### src/rtl/ex_mul_unit.sv
// EX-stage iterative shift-add multiplier: one partial product per cycle, low WIDTH bits kept.
// Optional macro MUL_EARLY_TERM_EN stops iterating once the remaining multiplier bits are all zero.
module ex_mul_unit #(
    parameter int WIDTH = 32
) (
    input  logic             Clk,
    input  logic             Rst,
    input  logic             start,
    input  logic             flush,
    input  logic [WIDTH-1:0] A,
    input  logic [WIDTH-1:0] B,
    output logic [WIDTH-1:0] result,
    output logic             done,
    output logic             busy,
    output logic             stall
);
    localparam int CW = $clog2(WIDTH) + 1;

    typedef enum logic [1:0] {S_IDLE, S_RUN, S_DONE} state_t;

    state_t           state_q, state_d;
    logic [WIDTH-1:0] mcand_q, mcand_d;
    logic [WIDTH-1:0] mplier_q, mplier_d;
    logic [WIDTH-1:0] acc_q, acc_d;
    logic [WIDTH-1:0] result_q, result_d;
    logic [CW-1:0]    count_q, count_d;
    logic             busy_q, busy_d;
    logic [WIDTH-1:0] acc_step;
    logic             last_iter;

    always_comb begin
        acc_step = mplier_q[0] ? acc_q + mcand_q : acc_q;
`ifdef MUL_EARLY_TERM_EN
        // Finish on the iteration that consumes the highest remaining set bit.
        last_iter = (count_q == CW'(WIDTH - 1)) || (mplier_q[WIDTH-1:1] == '0);
`else
        last_iter = (count_q == CW'(WIDTH - 1));
`endif
    end

    always_comb begin
        state_d  = state_q;
        mcand_d  = mcand_q;
        mplier_d = mplier_q;
        acc_d    = acc_q;
        count_d  = count_q;
        result_d = result_q;
        case (state_q)
            S_IDLE: begin
                if (start && !flush) begin
                    mcand_d  = A;
                    mplier_d = B;
                    acc_d    = '0;
                    count_d  = '0;
                    state_d  = S_RUN;
                end
            end
            S_RUN: begin
                if (flush) begin
                    state_d = S_IDLE;
`ifdef MUL_EARLY_TERM_EN
                end else if (mplier_q == '0) begin
                    result_d = acc_q;
                    state_d  = S_DONE;
`endif
                end else begin
                    acc_d    = acc_step;
                    mcand_d  = mcand_q << 1;
                    mplier_d = mplier_q >> 1;
                    count_d  = count_q + CW'(1);
                    if (last_iter) begin
                        result_d = acc_step;
                        state_d  = S_DONE;
                    end
                end
            end
            S_DONE:  state_d = S_IDLE;
            default: state_d = S_IDLE;
        endcase
    end

    assign busy_d = (state_d != S_IDLE);

    always_ff @(posedge Clk) begin
        if (Rst) begin
            state_q  <= S_IDLE;
            mcand_q  <= '0;
            mplier_q <= '0;
            acc_q    <= '0;
            count_q  <= '0;
            result_q <= '0;
            busy_q   <= 1'b0;
        end else begin
            state_q  <= state_d;
            mcand_q  <= mcand_d;
            mplier_q <= mplier_d;
            acc_q    <= acc_d;
            count_q  <= count_d;
            result_q <= result_d;
            busy_q   <= busy_d;
        end
    end

    // A squash arriving in DONE suppresses the pulse so EX does not retire the result.
    assign done   = (state_q == S_DONE) && !flush;
    assign busy   = busy_q;
    assign stall  = ((state_q == S_IDLE) && start && !flush) || (state_q == S_RUN);
    assign result = result_q;

endmodule

### config.mk
export PLATFORM = sky130hd
export DESIGN_NAME = ex_mul_unit
export DESIGN_NICKNAME = d
export VERILOG_FILES = /design/src/rtl/ex_mul_unit.sv
export SDC_FILE = /design/constraint.sdc
export NUM_CORES = 1
export LEC_CHECK = 0
export CAP_MARGIN = 20
export CORE_MARGIN = 8
export CORE_UTILIZATION = 35
export DETAILED_ROUTE_END_ITERATION = 8
export HOLD_SLACK_MARGIN = 0.05
export RECOVER_POWER = 50
export SLEW_MARGIN = 20
export SYNTH_ARGS = -nofsm -noshare
export SYNTH_HDL_FRONTEND = slang
export SYNTH_SLANG_ARGS = --single-unit
### constraint.sdc
create_clock -name Clk -period 5.3 [get_ports Clk]
set_input_delay 0.795 -clock Clk [delete_from_list [all_inputs] [get_ports Clk]]
set_output_delay 0.795 -clock Clk [all_outputs]
set_load 0.03 [all_outputs]
==> flow_summary.yaml, run 1 <==
clock_tree:
  cts_setup_buffers: 0
  root_buffer: "clkbuf_16"
  clock_sinks: 137
  clk_latency_ns: 0.43
  cts_made_buffers: 17
  clockBufferDepth: 2
  cts_tree: "yes"
  cts_resized: 0
  clk_pin_slew_worst_paths_ns: 0.06
  htree_num_levels: 4
  cts_hold_buf: 0
sta:
  max_freq_mhz: 247.0
  max_slew_margin_pct: 7.029
  fin_setup_tns_ns: 0
  maxSlewViolCount: 0
  min_period_over_period_pct: 76.39
  setup_violations: 0
  hold_viol: 0
  fin_skew_ns: 0.01279
  whs_ns: 0.4527
  min_period_ns: 4.048
  worstMarginPinSlew_ns: 1.394
  rsz0062_at_grt: "false"
worst_hold_path:
  holdPathStages: 2
  hold_path_class: "reg2reg"
floorplan:
  die_height_um: 161.2
  rows: 53
  core_um2: 20890
  ios: 103
  start_util_pct: 35.33
  die_x_um: 161.2
  dieArea_um2: 25990
worst_setup_path:
  required_ns: 5.65
  cpPeakStageDelay_ns: 0.83
  cp_slowest_cell: "nor2_1"
  start_kind: "primary input"
  endpoint: "acc_q[26]$_SDFFE_PP0P_"
  crit_arrival_ns: 4.39
  critical_path_buf_inv_count: 3
  critical_path_class: "in2reg"
  worstPathMaxFanout: 24
  rrSetupSlack_ns: 1.73
  r2r-start: "state_q[1]$_SDFF_PP0_"
  crit_chain: "dlygate4sd3_1 > nor2_1 > clkbuf_1 > nand2_1 > clkbuf_1 > nor2_1 > a32oi_1 > a31oi_1"
  r2r-end: "acc_q[26]$_SDFFE_PP0P_"
  crit_family: "buffers and inverters"
  critPathCaptureType: "flip-flop"
  reg2reg_depth: 8
  cp.depth: 8
  startpoint: "flush"
routing:
  routed_wl_mm: 21.16
  wl_per_cell_um: 17.12
  drt_first_pass_iters: 5
  routed_via_density: 5.428
  drt_iter0_markers: 471
  antenna_left: 0
  num_vias: 6709
  drc_errors: 0
status:
  status: "finished clean"
layout:
  antenna_cells: 0
  final_nets: 1049
  fillers: 2095
  finish.utilization_pct: 43.59
  multi_input_area_um2: 4333
  finalInstanceArea_um2: 9105
  area_growth_pct: 23.38
  regArea_um2: 2743
  drive_gt1_share_pct: 4.995
global_route:
  grt_pass1_vias: 6553
  grt_max_degree: 74
  grt_antenna_before_repair: 0
  grt_overflow: 0
  grt_pass1_wl_mm: 34.25
  grtUsageTotal_pct: 16.21
synth:
  postSynthCellCount: 887
  synthArstFlopShare_pct: 0
  synthesis.area_um2: 7380
  synth-seq-area-share_pct: 37.17
  ys.flop_type: "dfxtp_1"
  synth_area_leaders: "dfxtp_1 (37%), mux2i_1 (6.5%), nor2_1 (5.8%), a21oi_1 (5.8%), ha_1 (5.4%)"
  synth_warnings: 0
  yosys_register_bits: 137
  synth.top_cell.area_share_pct: 37.17
  yosysTopAreaCell: "dfxtp_1"
  synthDistinctLibCells: 65
  synthesis.nets: 988
  synth-edff-count: 0
  syn_area_per_cell_um2: 8.320
placed_design:
  postPlaceCellArea_um2: 8556
  dp_hpwl_mm: 14.76
  routabilityCongestion: 0.9154
  io_buffers: 102
pwr:
  p_leak_uw: 0.003702
  ir_drop_mv: 0.2327
  p_per_area_nw_per_um2: 277.1
job:
  max-cap-violations: 0
-- tightest hold or removal path, cell delays in order, from the launching register on --
cell and delay (ns):
dfxtp_1 0.31, nand2_1 0.05, a21oi_1 0.05
-- final cells by class --
class / instances / share of cell area, %
inverters: 8 / 0.3298
well taps: 275 / 3.779
clock inverters: 10 / 1.003
clock buffers: 22 / 5.208
repair buffers: 113 / 11.97
flip-flops and latches: 137 / 30.12
multi-input cells: 671 / 47.59
-- placed cells by master (no fill, tap or decap), types with 3 or more instances in the layout --
cell               n
clkbuf_1           5
a22oi_1           30
nor2b_1            5
o21ai_0           14
dfxtp_1          137
mux2i_1           48
nand4_1            9
a21o_1            16
xnor2_1           17
clkbuf_16         17
a32o_1             8
o211ai_1          11
inv_1              8
nand3_1           24
a311oi_1           6
o21ai_1           10
and4_1             7
ha_1              32
or3_1              8
a211oi_1          53
o21a_1             5
a21bo_1            4
xor2_1            10
o21bai_1           5
buf_4              9
a21oi_1           85
nand2b_1           3
a31oi_1            9
dlygate4sd3_1     34
nor3_1            15
clkinv_2           4
nand2_1           79
clkbuf_8           3
clkdlybuf4s50_1   67
nor2_1           113
-- how the worst min path moves through the flow --
stage                               from                         to
2_1_floorplan  mplier_q[10]$_SDFFE_PP0P_  mplier_q[10]$_SDFFE_PP0P_
3_3_place_gp    mplier_q[8]$_SDFFE_PP0P_   mplier_q[8]$_SDFFE_PP0P_
3_5_place_dp    mplier_q[1]$_SDFFE_PP0P_   mplier_q[1]$_SDFFE_PP0P_
4_1_cts         mplier_q[1]$_SDFFE_PP0P_   mplier_q[1]$_SDFFE_PP0P_
5_1_grt         mplier_q[7]$_SDFFE_PP0P_   mplier_q[7]$_SDFFE_PP0P_
6_report        mplier_q[7]$_SDFFE_PP0P_   mplier_q[7]$_SDFFE_PP0P_
-- synth_stat cells (3+ instances only) --
cell / number
a211oi_1: 53
a21bo_1: 4
a21o_1: 16
a21oi_1: 85
a22oi_1: 30
a311oi_1: 6
a31oi_1: 9
a32o_1: 8
and2_1: 3
and4_1: 7
buf_1: 9
buf_2: 8
clkbuf_1: 53
dfxtp_1: 137
ha_1: 32
inv_1: 8
mux2i_1: 48
nand2_1: 79
nand2b_1: 4
nand3_1: 24
nand4_1: 9
nor2_1: 114
nor2b_1: 5
nor3_1: 16
o211ai_1: 11
o21a_1: 5
o21ai_0: 14
o21ai_1: 10
o21bai_1: 5
or3_1: 8
xnor2_1: 17
xor2_1: 10
-- metal layers --
metal / GRT usage (%) / part of all wire [%]
met5: 0 / 0
met4: 5.135 / 1.6
met3: 4.785 / 6.4
met2: 25.65 / 45
met1: 20.83 / 47
-- flip-flops by register name, indices dropped and copies added, names as in the netlist --
signal / flops
mcand_q: 32
state_q: 2
busy: 1
mplier_q: 32
acc_q: 32
result: 32
count_q: 6
-- kinds of logic after synthesis --
group | after synthesis | share of synthesized area [%]
muxes | 49 | 6.663
DFF | 137 | 37.17
adders and majority gates | 33 | 5.697
AOI/OAI and AO/OA | 282 | 26.08
buffers and inverters | 79 | 4.256
xor gates and xnor gates | 27 | 3.204
and+or+nand+nor | 280 | 16.94
-- report_power, final --
group          leakage (uW)  internal, uW  switching, uW  total [uW]
Combinational       0.00231           126            163         290
Clock              0.000277           682            453        1130
Sequential          0.00111          1070           29.5        1100
-- per-stage QoR --
stage | instances | total power (uW) | setup WS [ns]
floorplan | 887 | 1302 | 2.705
global placement | 1204 | 1407 | 1.687
detailed placement | 1204 | 1411 | 1.567
CTS | 1236 | 2557 | 1.990
global route | 1236 | 2627 | 0.9577
finish | 1236 | 2523 | 1.252
Note: power is estimated with default switching activity, not from simulation.
==> inputs of run 2 (changes only) <==
- clock period: 5.3 -> 3.2 ns (I/O delays scaled with it)
==> run 2 against run 1 <==
  * Final area rose by 1.5%
  * Sequential share of layout area is 0.45 points lower
  * Global-route usage grew 0.41 points
  * Worst hold slack about the same
  * Sequential power grew 65%
  * Power grew 75%
  * Clock-buffer cell count decreased by 2
  * Via count up 0.69%
  * Critical endpoint is now result[26]$_SDFFE_PP0P_
==> flow_summary.yaml, run 2 (synthesized netlist as in run 1, its figures left out) <==
status:
  status: "finished clean"
worst_setup_path:
  worstPathMaxFanout: 34
  reg2reg_depth: 11
  critPathCaptureType: "flip-flop"
  start_kind: "primary input"
  required_ns: 3.50
  crit_arrival_ns: 3.19
  critical_path_class: "in2reg"
pwr:
  comb_power_share_pct: 11.0
  ir_drop_mv: 0.4004
  power_uw: 4412
  clkPwrFrac_pct: 47.8
  p_int_uw: 3325
  p_per_area_nw_per_um2: 477.2
  p_sw_share_pct: 24.63
  power_frac_seq_pct: 41.3
  p_sw_uw: 1087
  p_leak_uw: 0.003778
worst_hold_path:
  hold_path_class: "reg2reg"
  holdPathStages: 2
floorplan:
  die_x_um: 161.2
  rows: 53
  dieArea_um2: 25990
  core_um2: 20890
  start_util_pct: 35.33
  ios: 103
  die_height_um: 161.2
layout:
  antenna_cells: 0
  drive_gt1_share_pct: 5.961
  area_growth_pct: 25.26
  multi_input_area_um2: 4325
  layout_commonest_cell: "dfxtp_1"
  fillers: 2129
  regArea_um2: 2743
  final_nets: 1062
  layout_common_cells: "dfxtp_1 (137), nor2_1 (114), a21oi_1 (85)"
global_route:
  grt_max_degree: 58
  grt_overflow: 0
  grtUsageTotal_pct: 16.62
  grt_pass1_vias: 6795
  grt_pass1_wl_mm: 35.31
  grt_antenna_before_repair: 1
routing:
  num_vias: 6755
  drt_first_pass_iters: 5
  antenna_left: 0
  drc_errors: 0
  wl_per_cell_um: 17.28
  routed_via_density: 5.413
  drt_iter0_markers: 442
  routed_wl_mm: 21.56
clock_tree:
  htree_num_levels: 4
  clock_sinks: 137
  cts_hold_buf: 0
  cts_tree: "yes"
  clk_pin_slew_worst_paths_ns: 0.06
  cts_setup_buffers: 0
  cts_resized: 0
  cts_made_buffers: 17
  root_buffer: "clkbuf_16"
  clockBufferDepth: 2
  clk_latency_ns: 0.42
placed_design:
  dp_hpwl_mm: 15.34
  io_buffers: 102
  routabilityCongestion: 0.8472
sta:
  max_slew_margin_pct: 26.36
  fin_skew_ns: 0.009401
  setup_violations: 0
  min_period_ns: 2.888
  hold_viol: 0
  worstMarginPinSlew_ns: 1.105
  maxSlewViolCount: 0
  min_period_over_period_pct: 90.26
  max_freq_mhz: 346.2
  rsz0062_at_grt: "false"
  fin_setup_tns_ns: 0
job:
  max-cap-violations: 0
run 2: cell types whose count changed in the layout (fill, tap and decap cells not counted), sizes merged:
cell and change:
buf +8, bufinv +3, clkbuf +3, inv -2
run 2: worst max-delay path, cell delays in order:
cell and delay, ns:
dlygate4sd3_1 0.60, nor2_1 0.17, clkbuf_2 0.63, and2_0 0.24, clkbuf_2 0.48, and3_1 0.26, o211ai_1 0.09, o211ai_1 0.16
nor2_1 0.08
run 2: power groups by stage:
stage,combinational [uW],sequential [uW],clock [uW]
5_1_grt,537,1830,2230
4_1_cts,492,1820,2140
3_3_place_gp,485,1860,0
6_report,484,1820,2110
3_5_place_dp,489,1860,0
2_1_floorplan,317,1840,0
run 2: cell type report:
cell class	instances	share of cell area, %
clock buffer	20	4.940
sequential	137	29.67
timing repair buffer	126	12.70
tap	275	3.722
inverter	8	0.3249
multi-input combinational	671	46.79
clock inverter	11	1.854
run 2: routing by layer:
metal  vias up  wire length (um)  track usage, %
met5         -                 8               0
met4         2               369           5.093
met3        36              1461           5.065
met2       177              9956           27.50
met1      3133              9764           20.35
li1       3407                 -               -
run 2: final timing paths:
check,start,to,slack (ns)
max,flush,result[26]$_SDFFE_PP0P_,0.31
min,mplier_q[13]$_SDFFE_PP0P_,mplier_q[13]$_SDFFE_PP0P_,0.45
max reg2reg,mcand_q[0]$_SDFFE_PP0P_,acc_q[28]$_SDFFE_PP0P_,0.32
min reg2reg,mplier_q[13]$_SDFFE_PP0P_,mplier_q[13]$_SDFFE_PP0P_,0.45
run 2: per-stage QoR:
stage	utilization (%)	hold WS, ns	instance area, um^2	std cells	setup WS, ns
finish	44.25	0.4529	9244	1248	0.3118
global route	44.25	0.4657	9244	1248	0.05147
CTS	44.43	0.4541	9281	1248	0.2996
detailed placement	41.43	0.4460	8653	1217	0.3185
global placement	41.43	0.4418	8653	1217	0.3543
floorplan	-	0.4360	7380	887	0.6049
